<file path="src/rtl/uart_rx_engine.sv">
// UART receive engine: synchronises rx, recovers 7/8-bit frames with optional parity,
// and presents the byte plus parity/framing/overrun status until the host reads it.
module uart_rx_engine #(
    parameter int SYNC_STAGES = 2,
    parameter int KW          = 19
) (
    input  logic          clk,
    input  logic          reset,
    input  logic          rx,
    input  logic          eight,
    input  logic          pen,
    input  logic          ohel,
    input  logic [KW-1:0] baud_k,
    input  logic          rd_clr,
    output logic [7:0]    rx_data,
    output logic          rxrdy,
    output logic          perr,
    output logic          ferr,
    output logic          ovf
);

    typedef enum logic [2:0] {
        S_IDLE  = 3'd0,
        S_START = 3'd1,
        S_DATA  = 3'd2,
        S_PAR   = 3'd3,
        S_STOP  = 3'd4,
        S_DONE  = 3'd5
    } state_e;

    function automatic logic parity8(input logic [7:0] v);
        return ^v;
    endfunction

    localparam logic [KW-1:0] CNT_ONE = {{(KW-1){1'b0}}, 1'b1};

    logic [SYNC_STAGES-1:0] sync_q;
    logic                   rxs_s;
    logic                   rxs_prev_q;
    state_e                 state_q, state_d;
    logic [KW-1:0]          cnt_q, cnt_d;
    logic [KW-1:0]          baud_q, baud_d;
    logic [2:0]             bit_q, bit_d;
    logic [7:0]             shreg_q, shreg_d;
    logic                   par_q, par_d;
    logic                   stop_q, stop_d;
    logic                   eight_q, eight_d;
    logic                   pen_q, pen_d;
    logic                   ohel_q, ohel_d;
    logic [7:0]             rx_data_q, rx_data_d;
    logic                   rxrdy_q, rxrdy_d;
    logic                   perr_q, perr_d;
    logic                   ferr_q, ferr_d;
    logic                   ovf_q, ovf_d;
    logic                   expire_s;
    logic                   last_bit_s;
    logic [7:0]             data_s;
    logic                   exp_par_s;

    // Input synchroniser; the previous synchronised level gates start detection
    always_ff @(posedge clk or posedge reset) begin
        if (reset) begin
            sync_q     <= {SYNC_STAGES{1'b1}};
            rxs_prev_q <= 1'b1;
        end else begin
            sync_q     <= {sync_q[SYNC_STAGES-2:0], rx};
            rxs_prev_q <= sync_q[SYNC_STAGES-1];
        end
    end

    assign rxs_s      = sync_q[SYNC_STAGES-1];
    assign expire_s   = (cnt_q == CNT_ONE);
    assign last_bit_s = eight_q ? (bit_q == 3'd7) : (bit_q == 3'd6);
    assign data_s     = eight_q ? shreg_q : {1'b0, shreg_q[7:1]};
    assign exp_par_s  = ohel_q ? ~parity8(data_s) : parity8(data_s);

    // Frame FSM next-state, bit sampling and output load
    always_comb begin
        state_d   = state_q;
        cnt_d     = cnt_q;
        baud_d    = baud_q;
        bit_d     = bit_q;
        shreg_d   = shreg_q;
        par_d     = par_q;
        stop_d    = stop_q;
        eight_d   = eight_q;
        pen_d     = pen_q;
        ohel_d    = ohel_q;
        rx_data_d = rx_data_q;
        perr_d    = perr_q;
        ferr_d    = ferr_q;
        case (state_q)
            S_IDLE: begin
                // A falling edge is required, so a held break cannot restart frames
                if (!rxs_s && rxs_prev_q) begin
                    state_d = S_START;
                    bit_d   = 3'd0;
                    cnt_d   = baud_k >> 1;
                    baud_d  = baud_k;
                    eight_d = eight;
                    pen_d   = pen;
                    ohel_d  = ohel;
                end else begin
                    state_d = S_IDLE;
                end
            end
            S_START: begin
                if (expire_s) begin
                    if (rxs_s) begin
                        state_d = S_IDLE;
                    end else begin
                        state_d = S_DATA;
                        cnt_d   = baud_q;
                    end
                end else begin
                    cnt_d = cnt_q - CNT_ONE;
                end
            end
            S_DATA: begin
                if (expire_s) begin
                    shreg_d = {rxs_s, shreg_q[7:1]};
                    bit_d   = bit_q + 3'd1;
                    cnt_d   = baud_q;
                    if (last_bit_s) begin
                        state_d = pen_q ? S_PAR : S_STOP;
                    end else begin
                        state_d = S_DATA;
                    end
                end else begin
                    cnt_d = cnt_q - CNT_ONE;
                end
            end
            S_PAR: begin
                if (expire_s) begin
                    par_d   = rxs_s;
                    cnt_d   = baud_q;
                    state_d = S_STOP;
                end else begin
                    cnt_d = cnt_q - CNT_ONE;
                end
            end
            S_STOP: begin
                if (expire_s) begin
                    stop_d  = rxs_s;
                    state_d = S_DONE;
                end else begin
                    cnt_d = cnt_q - CNT_ONE;
                end
            end
            S_DONE: begin
                rx_data_d = data_s;
                perr_d    = pen_q & (par_q != exp_par_s);
                ferr_d    = ~stop_q;
                cnt_d     = {KW{1'b0}};
                state_d   = S_IDLE;
            end
            default: begin
                state_d = S_IDLE;
            end
        endcase
    end

    // Ready/overrun handshake: a completing frame takes priority over a host read
    always_comb begin
        rxrdy_d = rxrdy_q;
        ovf_d   = ovf_q;
        if (state_q == S_DONE) begin
            rxrdy_d = 1'b1;
            ovf_d   = ovf_q | (rxrdy_q & ~rd_clr);
        end else if (rd_clr) begin
            rxrdy_d = 1'b0;
            ovf_d   = 1'b0;
        end else begin
            rxrdy_d = rxrdy_q;
            ovf_d   = ovf_q;
        end
    end

    // State and output registers
    always_ff @(posedge clk or posedge reset) begin
        if (reset) begin
            state_q   <= S_IDLE;
            cnt_q     <= {KW{1'b0}};
            baud_q    <= {KW{1'b0}};
            bit_q     <= 3'd0;
            shreg_q   <= 8'd0;
            par_q     <= 1'b0;
            stop_q    <= 1'b0;
            eight_q   <= 1'b0;
            pen_q     <= 1'b0;
            ohel_q    <= 1'b0;
            rx_data_q <= 8'd0;
            rxrdy_q   <= 1'b0;
            perr_q    <= 1'b0;
            ferr_q    <= 1'b0;
            ovf_q     <= 1'b0;
        end else begin
            state_q   <= state_d;
            cnt_q     <= cnt_d;
            baud_q    <= baud_d;
            bit_q     <= bit_d;
            shreg_q   <= shreg_d;
            par_q     <= par_d;
            stop_q    <= stop_d;
            eight_q   <= eight_d;
            pen_q     <= pen_d;
            ohel_q    <= ohel_d;
            rx_data_q <= rx_data_d;
            rxrdy_q   <= rxrdy_d;
            perr_q    <= perr_d;
            ferr_q    <= ferr_d;
            ovf_q     <= ovf_d;
        end
    end

    assign rx_data = rx_data_q;
    assign rxrdy   = rxrdy_q;
    assign perr    = perr_q;
    assign ferr    = ferr_q;
    assign ovf     = ovf_q;

endmodule

</file>
<file path="config.mk">
export PLATFORM = sky130hd
export DESIGN_NAME = uart_rx_engine
export DESIGN_NICKNAME = d
export VERILOG_FILES = /design/src/rtl/uart_rx_engine.sv
export SDC_FILE = /design/constraint.sdc
export NUM_CORES = 1
export LEC_CHECK = 0
export ABC_CLOCK_PERIOD_IN_PS = 5600
export CORE_ASPECT_RATIO = 1.75
export CORE_MARGIN = 2
export CORE_UTILIZATION = 61
export CTS_CLUSTER_SIZE = 30
export DETAILED_ROUTE_END_ITERATION = 8
export PLACE_DENSITY = 0.85
export SLEW_MARGIN = 25
export SYNTH_ARGS = -nofsm -noshare
export SYNTH_HDL_FRONTEND = slang
export SYNTH_SLANG_ARGS = --single-unit
export TNS_END_PERCENT = 30
</file>
<file path="constraint.sdc">
create_clock -name clk -period 5.6 [get_ports clk]
set_clock_uncertainty 0.05 [all_clocks]
set_input_delay 1.4 -clock clk [delete_from_list [all_inputs] [get_ports clk]]
set_output_delay 1.4 -clock clk [all_outputs]
set_load 0.01 [all_outputs]
</file>
==> metrics.md, run 1 <==
| Metric | Value |
|---|---|
| Antenna violations before repair | 0 |
| Yosys warns | 0 |
| Layout cells sized above 1 | around 7.7% |
| Setup TNS | 0 ps |
| Max_cap viols | 0 |
| Clk root buf | clkbuf_8 |
| Slowest-stage cell, CP | clkdlybuf4s50_1 |
| Final hold vios | 0 |
| CTS Buffer Depth | 2 |
| Unique masters post-synth | slightly below 60 |
| Netlist Area Pre-Place | 3800 sq um |
| Sequential-to-total area share from yosys stat | between 40 and 50% |
| Largest net degree at the start of global routing | around 40 |
| Die width | 63.7 microns |
| Asr flop ratio synth | 100% |
| GPL Wtd Cong | roughly 0.87 |
| Core area | between 6000 and 7000 sq um |
| Period minus WS final | around 2700 ps |
| Total Routing Usage GR | between 20% and 30% |
| Fillers | 447 |
| DP Area | between 4000 and 5000 sq um |
| RSZ-0062 raised after global routing | no |
| Layout area overhead | 15.2% |
| Worst Hold Class | reg2reg |
| Fraction of the cycle the final worst path needs | between 40 and 50% |
| CTS resizes | 0 |
| CP peak stage delay | around 540 ps |
| # hold bufs at CTS | 0 |
| # Post-CTS Setup Buffers | 0 |
| Wirelength, routed | 8750 microns |
| DRT Pass-1 Iters | 5 |
| Reg2reg end | cnt_q[5] |
| H-tree levels | 3 |
| Setup violators final | 0 |
| Total CTS buffers | 9 |
| Buffers & Inverters on Critical Path | 1 |
| Worst Path Max Fanout | 2 |
| Peak supply drop | just under 300 uV |
| Avg WL per Cell | approximately 16 microns |
| TritonCTS Sinks | 72 |
| Top Ports | 38 |
| Clk Latency, worst-skew pair | ~350 ps |
| Flop-to-flop setup slack | 3060 ps |
| Most used DFF post-synth | dfrtp_1 |
| Slew @ Worst Pin | between 1000 and 1500 ps |
| Avg Synthesized Cell Area | 9.08 sq um |
| Worst-path cell chain | clkdlybuf4s50_1 |
| Chip Height | 108 microns |
| DR vias | between 3k and 4k |
| Initial Utilization | a little over 60% |
| CP Data Arrival Time | 1240 ps |
| Layout Nets | 477 |
| Number of DRC markers in iteration 0 | approximately 260 |
| Gr ovfl total | 0 |
| # diodes | 0 |
| Max Transition Viols Final | 0 |
| Max_slew headroom | 33.2% |
| Routed vias/inst | around 6 |
| FMAX | 371 MHz |
| Post-synth EDFFs | 0 |
| Dpl hpwl | ~6300 microns |
| Pwr Density | between 300 and 400 nW/um^2 |
| Final instance area | around 4400 sq um |
| Synthesis-stage register bit count | 72 |
| Levels on crit path | 1 |
| First-pass GRT wire length | roughly 15000 microns |
| Syn nets | about 450 |
| Crit path max-delay family | buffers and inverters |
| Die Area | a little under 7000 sq um |
| Static Leakage | 1.94 nW |
| CP Capture Type | output pin |
| Most common cell after layout, fill and taps aside | nand2_1 |
| Synth Instances | around 420 |
| Worst path required time | slightly above 4000 ps |
| Reg2Reg Depth | 6 |
| Critical Path Start | ovf |
| Crit path to | ovf |
| FF-to-FF Start | cnt_q[5] |
| Outcome | complete, no violations |
| IO buf count | 37 |
| Post-route DRC | 0 |
| Vias in the first global route | about 3.1k |
| CTS tree | yes |
| Clock transition at path regs | about 70 ps |
| CP Class | reg2out |
| Critical path startpoint category | flop |
| Post-route ant nets | 0 |
| Row count | 38 |
| Commonest cells after routing, fill and taps aside | nand2_1 (133), dfrtp_1 (69), clkdlybuf4s50_1 (37), o21ai_0 (30), xnor2_1 (19) |
-- metal layers --
| layer | GRT usage (%) | part of all wire, % |
|---|---|---|
| met4 | 18.2 | 3.7 |
| met5 | 0 | 0 |
| met1 | 28.9 | 36 |
| met2 | 50.2 | 56 |
| met3 | 5.72 | 4.2 |
-- flip-flops by register name, summed over array words and instances (netlist names), 2 cells and up --
name and cells:
cnt_q 19, shreg_q 8, bit_q 3, rx_data 8, sync_q 2, state_q 3
baud_q 19
-- area by class of cell --
class                      count  area (sq um)  area share (%)
tap                           80           100            2.28
clock buffer                  13           149            3.40
clock inverter                 3          65.1            1.48
timing repair buffer          38           378            8.62
multi-input combinational    321          1860            42.5
sequential                    72          1810            41.2
inverter                       6          22.5           0.514
-- where the power goes --
group	internal (mW)	switching, mW
sequential	0.643	0.153
clock	0.263	0.186
combinational	0.213	0.198
-- per-stage QoR --
step | hold slack (ps) | total power [mW] | utilization (%) | std cells | setup WS [ps]
2_1_floorplan | 295 | 1.10 | - | 419 | 2330
3_3_place_gp | 298 | 1.19 | 68.0 | 517 | 2710
3_5_place_dp | 300 | 1.21 | 68.0 | 517 | 2710
4_1_cts | 314 | 1.66 | 71.4 | 533 | 2880
5_1_grt | 318 | 1.75 | 71.5 | 533 | 2840
6_report | 314 | 1.66 | 71.5 | 533 | 2910
-- cell families (layout without fill, tap and decap cells) --
kind of cell,count (synthesis),in the layout,synth area share [%]
flip-flops,72,72,47.5
AND/OR/NAND/NOR,198,198,24.0
AO/OA/AOI/OAI,87,87,16.0
multiplexers,10,10,2.70
adder cells (fa/ha/maj),3,3,0.987
buffers and inverters,26,60,3.59
XOR/XNOR,23,23,5.30
-- Yosys cell counts (all sizes together), types with 6 or more instances --
cell type,number,area (sq um)
mux2i,8,80.1
nand2,134,505
inv,6,22.5
clkbuf,7,26.3
nor3,11,76.3
buf,13,87.6
a21oi,9,60.1
nand3,8,40.0
nor2,18,67.6
dfrtp,69,1730
xnor2,19,166
a22oi,11,82.6
o21ai,33,176
-- worst min path at each step --
stage / start / to / slack [ps] / cells after the start
after floorplan: sync_q[0] / sync_q[1] / 300 / 0
after global placement: sync_q[0] / sync_q[1] / 300 / 0
after detailed placement: sync_q[0] / sync_q[1] / 300 / 0
after CTS: sync_q[0] / sync_q[1] / 310 / 0
after global routing: sync_q[0] / sync_q[1] / 320 / 0
final: sync_q[0] / sync_q[1] / 310 / 0
No activity file was read; power rests on OpenSTA's default activity.
==> inputs of run 2 (changes only) <==
- ABC_CLOCK_PERIOD_IN_PS: 5600 -> 2300
- CORE_UTILIZATION: 61 -> 51
- PLACE_DENSITY: 0.85 -> 0.75
- clock period: 5.6 -> 2.3 ns (I/O delays scaled with it)
==> run 2 against run 1 <==
Against the previous run: power grew to 2.7 times the previous value; worst setup slack lost 2800 ps; design area grew 7.7%; critical endpoint is now cnt_q[3]; largest power group unchanged.
==> metrics.md, run 2 (synthesized netlist as in run 1, its figures left out) <==
| Metric | Value |
|---|---|
| Core area | 7230 sq um |
| Clock transition at path regs | roughly 60 ps |
| CTS tree | yes |
| First-pass GRT wire length | approximately 16000 microns |
| Critical path startpoint category | flop |
| Layout Nets | 500 |
| Most common cell after layout, fill and taps aside | nand2_1 |
| Fraction of the cycle the final worst path needs | between 90% and 100% |
| Vias in the first global route | 3394 |
| DRT Pass-1 Iters | 4 |
| Routed vias/inst | around 5.7 |
| Wirelength, routed | just over 9000 microns |
| Reg area | between 1500 and 2000 sq um |
| Buffers & Inverters on Critical Path | 2 |
| Crit path max-delay family | compound AO/OA/AOI/OAI gates |
| # hold bufs at CTS | 0 |
| Cell total after placement | 546 |
| # Post-CTS Setup Buffers | 0 |
| Worst Path Max Fanout | 28 |
| Worst path required time | around 2500 ps |
| Row count | just over 40 |
| CP peak stage delay | 370 ps |
| Post-route ant nets | 0 |
| Worst Hold Class | reg2reg |
| Total CTS buffers | 9 |
| Setup violators final | 0 |
| Max_slew headroom | around 67% |
| Final instance area | between 4000 and 5000 sq um |
| CP Capture Type | flop |
| CP Data Arrival Time | around 2400 ps |
| FMAX | roughly 450 MHz |
| # diodes | 0 |
| Avg WL per Cell | about 16 microns |
| Outcome | complete, no violations |
| Clk Latency, worst-skew pair | between 300 and 400 ps |
| Initial Utilization | a little over half |
| H-tree levels | 3 |
| Slew @ Worst Pin | 494 ps |
| Largest net degree at the start of global routing | 73 |
| Period minus WS final | around 2200 ps |
| Die Area | roughly 8200 sq um |
| Largest registers | baud_q: 19 flops, cnt_q: 19 flops |
| Slowest-stage cell, CP | dfrtp_1 |
| DR vias | 3229 |
| Layout area overhead | 24.0% |
| Layout cells sized above 1 | a little over an eighth |
| Antenna violations before repair | 0 |
| Chip Height | about 120 microns |
| Area occupied by multi-input gates | roughly 1900 sq um |
| Dpl hpwl | 6460 microns |
| CTS Buffer Depth | 2 |
| IO buf count | 37 |
| Number of DRC markers in iteration 0 | between 150 and 200 |
| Static Leakage | about 2.1 nW |
| Final hold vios | 0 |
| Top Ports | 38 |
| Final Power | 4.46 mW |
| Max_cap viols | 0 |
| GPL Wtd Cong | between 0.9 and 1 |
| Commonest cells after routing, fill and taps aside | nand2_1 (133), dfrtp_1 (69), clkdlybuf4s50_1 (37), o21ai_0 (30), buf_4 (21) |
| DP Area | 4390 sq um |
| Max Transition Viols Final | 0 |
| Gr ovfl total | 0 |
| Die width | slightly below 70 microns |
| CTS resizes | 0 |
| Post-route DRC | 0 |
| Pwr Density | ~950 nW/um^2 |
| TritonCTS Sinks | slightly above 70 |
| Total Routing Usage GR | between 20% and 30% |
| Fillers | ~590 |
| Clk root buf | clkbuf_16 |
| CP Class | reg2reg |
| Peak supply drop | around 600 uV |
| Post-Layout Cell Count | between 500 and 600 |
| RSZ-0062 raised after global routing | yes |
| Worst-path cell chain | inv_1 > ha_1 > nor2b_1 > and4_2 > a311oi_2 > a21oi_4 > buf_12 > a221o_1 |
run 2: changes by cell type in the layout (fill, tap and decap cells not counted), sizes merged:
| cell | previous run | this run |
|---|---|---|
| buf | 1 | 24 |
| clkinv | 1 | 3 |
| inv | 6 | 5 |
| clkinvlp | 0 | 2 |
| clkbuf | 13 | 11 |
| bufinv | 2 | 1 |
run 2: final timing paths:
kind,start,endpoint,slack (ps),cells past startpoint
min in group asynchronous,reset,state_q[2],640,3
worst min-delay path,sync_q[0],sync_q[1],300,0
max in group asynchronous,reset,rxs_prev_q,1250,3
worst max register to register,cnt_q[1],cnt_q[3],80,8
worst max-delay path,cnt_q[1],cnt_q[3],80,8
worst min register to register,sync_q[0],sync_q[1],300,0
run 2: through the flow:
| stage | hold slack, ps | util, % | setup slack, ps | setup TNS (ps) |
|---|---|---|---|---|
| finish | 305 | 65.2 | 78.7 | 0 |
| detailed placement | 299 | 60.7 | 53.4 | 0 |
| floorplan | 295 | - | 369 | 0 |
| CTS | 305 | 64.8 | 41.0 | 0 |
| global route | 312 | 65.2 | -20.6 | -37.3 |
| global placement | 297 | 60.7 | 174 | 0 |
run 2: power breakdown:
| group | internal (mW) | switching (mW) | leakage, nW | total (mW) |
|---|---|---|---|---|
| Combinational | 0.602 | 0.574 | 1.05 | 1.18 |
| Sequential | 1.57 | 0.324 | 0.913 | 1.89 |
| Clock | 0.866 | 0.525 | 0.145 | 1.39 |
run 2: cell type report:
type	count	area share (%)
Multi-Input combinational cell	321	40.1
Sequential cell	72	38.3
Timing Repair Buffer	61	12.5
Clock buffer	11	5.14
Tap cell	86	2.28
Clock inverter	5	1.19
Inverter	6	0.557
run 2: metal layers:
layer	track usage (%)	share of wire [%]	routed length [microns]	up-vias
met5	0	0	0	-
met4	18.9	4.8	439	0
met3	4.18	2.9	266	32
met2	42.5	54	4990	73
met1	26.0	38	3480	1574
li1	-	-	-	1550
==> inputs of run 3 (changes only) <==
- ABC_AREA: not set -> 1
- CORE_UTILIZATION: 51 -> 45
- PLACE_DENSITY: 0.75 -> 0.68
==> run 3 against run 2 <==
Against the previous run: sequential cell count unchanged; synthesized cell count up 37%; fmax rose by 7.5%; wire length up 23%; count of clock-buffer cells in the layout down 2; critical path type unchanged; critical endpoint is now cnt_q[6]; largest cell class unchanged.
==> metrics.md, run 3 <==
| Metric | Value |
|---|---|
| Max_slew headroom | between 60 and 70% |
| Hold Crit Start | sync_q[0] |
| GPL Wtd Cong | 1.03 |
| Unique masters post-synth | 34 |
| Largest registers | baud_q: 19 flops, cnt_q: 19 flops |
| Critical path startpoint category | flop |
| Syn nets | 605 |
| Worst path required time | roughly 2500 ps |
| Synth top area share | 42.5% |
| NetSw | 2.53 mW |
| Routed vias/inst | 5.19 |
| Clk Latency, worst-skew pair | 340 ps |
| FMAX | between 400 and 500 MHz |
| Avg WL per Cell | roughly 15 microns |
| Avg Synthesized Cell Area | between 7 and 8 sq um |
| Gate power share | 41.4% |
| Complex-gate fraction of the synthesized area | between 10% and 20% |
| # Post-CTS Setup Buffers | 0 |
| DRT Pass-1 Iters | 5 |
| Sequential power share | between 30% and 40% |
| Sw Ratio | between 40% and 50% |
| Worst Path Max Fanout | 5 |
| Clk root buf | clkbuf_16 |
| Netlist Area Pre-Place | 4070 sq um |
| Fillers | 867 |
| Layout cells sized above 1 | roughly 8.8% |
| Dpl hpwl | ~8500 microns |
| Core area | between 8000 and 9000 sq um |
| Worst Hold Class | reg2reg |
| Top-count cell post-synth | nand2_1 |
| Largest net degree at the start of global routing | 73 |
| Clock transition at path regs | ~60 ps |
| Yosys warns | 0 |
| RSZ-0062 raised after global routing | no |
| Chip Height | between 100 and 150 microns |
| Setup TNS | 0 ps |
| Most used DFF post-synth | dfrtp_1 |
| CP Capture Type | flop |
| Critical Path Start | cnt_q[0] |
| Main combinational cell family by area after synthesis | simple AND/OR/NAND/NOR gates |
| CP Data Arrival Time | between 2000 and 2500 ps |
| Post-Synth XOR/XNOR Area | around 2.6% |
| DR vias | between 3k and 4k |
| Die Area | around 9800 sq um |
| Max Transition Viols Final | 0 |
| Period minus WS final | a little over 2000 ps |
| Final hold vios | 0 |
| CP Class | reg2reg |
| Wirelength, routed | 11300 microns |
| Largest cells by area after synthesis | dfrtp_1 (42%), nand2_1 (20%), o21ai_0 (6.9%), inv_1 (5.6%), nand3_1 (4.8%) |
| DP Area | 4630 sq um |
| # diodes | 0 |
| Fraction of the cycle the final worst path needs | around 90% |
| Peak supply drop | a little over 600 uV |
| Most common cell after layout, fill and taps aside | nand2_1 |
| Synthesis-stage register bit count | 72 |
| Antenna violations before repair | 0 |
| H-tree levels | 3 |
| Clock power frac | about a quarter |
| Final instance area | between 4000 and 5000 sq um |
| Most instantiated cells after synthesis | nand2_1 (220), dfrtp_1 (69), inv_1 (61) |
| Layout area overhead | 21.3% |
| Post-Synth Simple-Gate Area | between 30% and 40% |
| Synth Area in Adders | less than 1% |
| Post-route DRC | 0 |
| Gr ovfl total | 0 |
| TritonCTS Sinks | approximately 70 |
| Sequential-to-total area share from yosys stat | between 40% and 50% |
| Area leader, netlist | dfrtp_1 |
| Total Routing Usage GR | about 25% |
| Post-route ant nets | 0 |
| CTS Buffer Depth | 2 |
| Vias in the first global route | around 3.6k |
| CTS tree | yes |
| Outcome | complete, no violations |
| Max_cap viols | 0 |
| Row count | 45 |
| Initial Utilization | roughly 47% |
| Post-synth EDFFs | 0 |
| Layout Nets | between 600 and 700 |
| First-pass GRT wire length | around 18000 microns |
| Top Ports | 38 |
| Total CTS buffers | 9 |
| FF-to-FF Start | cnt_q[0] |
| IO buf count | 37 |
| Core Util, Final | 56.5% |
| Static Leakage | 2.48 nW |
| Synth Instances | 576 |
| Setup violators final | 0 |
| Commonest cells after routing, fill and taps aside | nand2_1 (220), dfrtp_1 (69), inv_1 (60), o21ai_0 (56), nand3_1 (39) |
| Slew @ Worst Pin | slightly above 500 ps |
| Number of DRC markers in iteration 0 | about 170 |
| Pwr Density | ~1200 nW/um^2 |
| Asr flop ratio synth | 100% |
| Int Power | approximately 3.4 mW |
| Die width | between 70 and 80 microns |
| Post-synthesis mux area share | 0% |
| # hold bufs at CTS | 0 |
[run 3: final timing paths]
kind                       slack, ps  depth (start not counted)          to
setup reg to reg                 230                          8    cnt_q[6]
min in group asynchronous        650                          3  shreg_q[5]
setup / recovery                 230                          8    cnt_q[6]
hold / removal                   300                          0   sync_q[1]
hold reg to reg                  300                          0   sync_q[1]
max in group asynchronous       1240                          3  rxs_prev_q
[run 3: final cells by class]
| cell class | count | area [sq um] | area share [%] |
|---|---|---|---|
| multi-input cells | 423 | 1950 | 39.5 |
| flip-flops and latches | 72 | 1810 | 36.6 |
| repair buffers | 50 | 480 | 9.74 |
| inverters | 67 | 255 | 5.18 |
| clock buffers | 9 | 225 | 4.57 |
| well taps | 117 | 146 | 2.97 |
| clock inverters | 7 | 72.6 | 1.47 |
[run 3: critical path, stage by stage, from the launching register on]
cell and delay (ps):
dfrtp_1 420, inv_1 120, ha_1 310, inv_1 110, nor2_1 360, xor2_1 140
or2_2 290, nand3_1 90, nand3_1 70
[run 3: power by group through the flow]
stage                     Combinational [mW]  Sequential [mW]  Clock [mW]
after floorplan                         1.77             1.92           0
after global placement                  2.38             2.07           0
after detailed placement                2.42             2.08           0
after CTS                               2.43             2.06        1.41
after global routing                    2.79             2.11        1.47
final                                   2.44             2.07        1.38
[run 3: routing by layer]
metal | up-vias | track usage (%) | share of wire, %
met5 | - | 0 | 0
met4 | 0 | 18.6 | 7.7
met3 | 50 | 3.47 | 4.1
met2 | 120 | 43.6 | 54
met1 | 1782 | 25.0 | 34
li1 | 1915 | - | -
[run 3: per-stage QoR]
step	hold WS (ps)	total power, mW	worst slack, ps	instances
after global placement	297	4.45	219	729
after CTS	305	5.89	187	745
after detailed placement	297	4.50	197	729
after global routing	312	6.37	71.7	745
after floorplan	295	3.69	630	576
final	304	5.89	233	745
[run 3: logic make-up (layout without fill, tap and decap cells)]
kind of cell,Yosys count,in the layout
simple gates,319,319
compound gates,89,89
buf+inv,81,133
flops,72,72
xor+xnor,12,12
fa+ha+maj,3,3
[run 3: timing repair]
item | 4_1_cts | 5_1_grt
gates resized for setup | 0 | 1
hold endpoints to repair | 0 | 0
setup endpoints to repair | 0 | 8
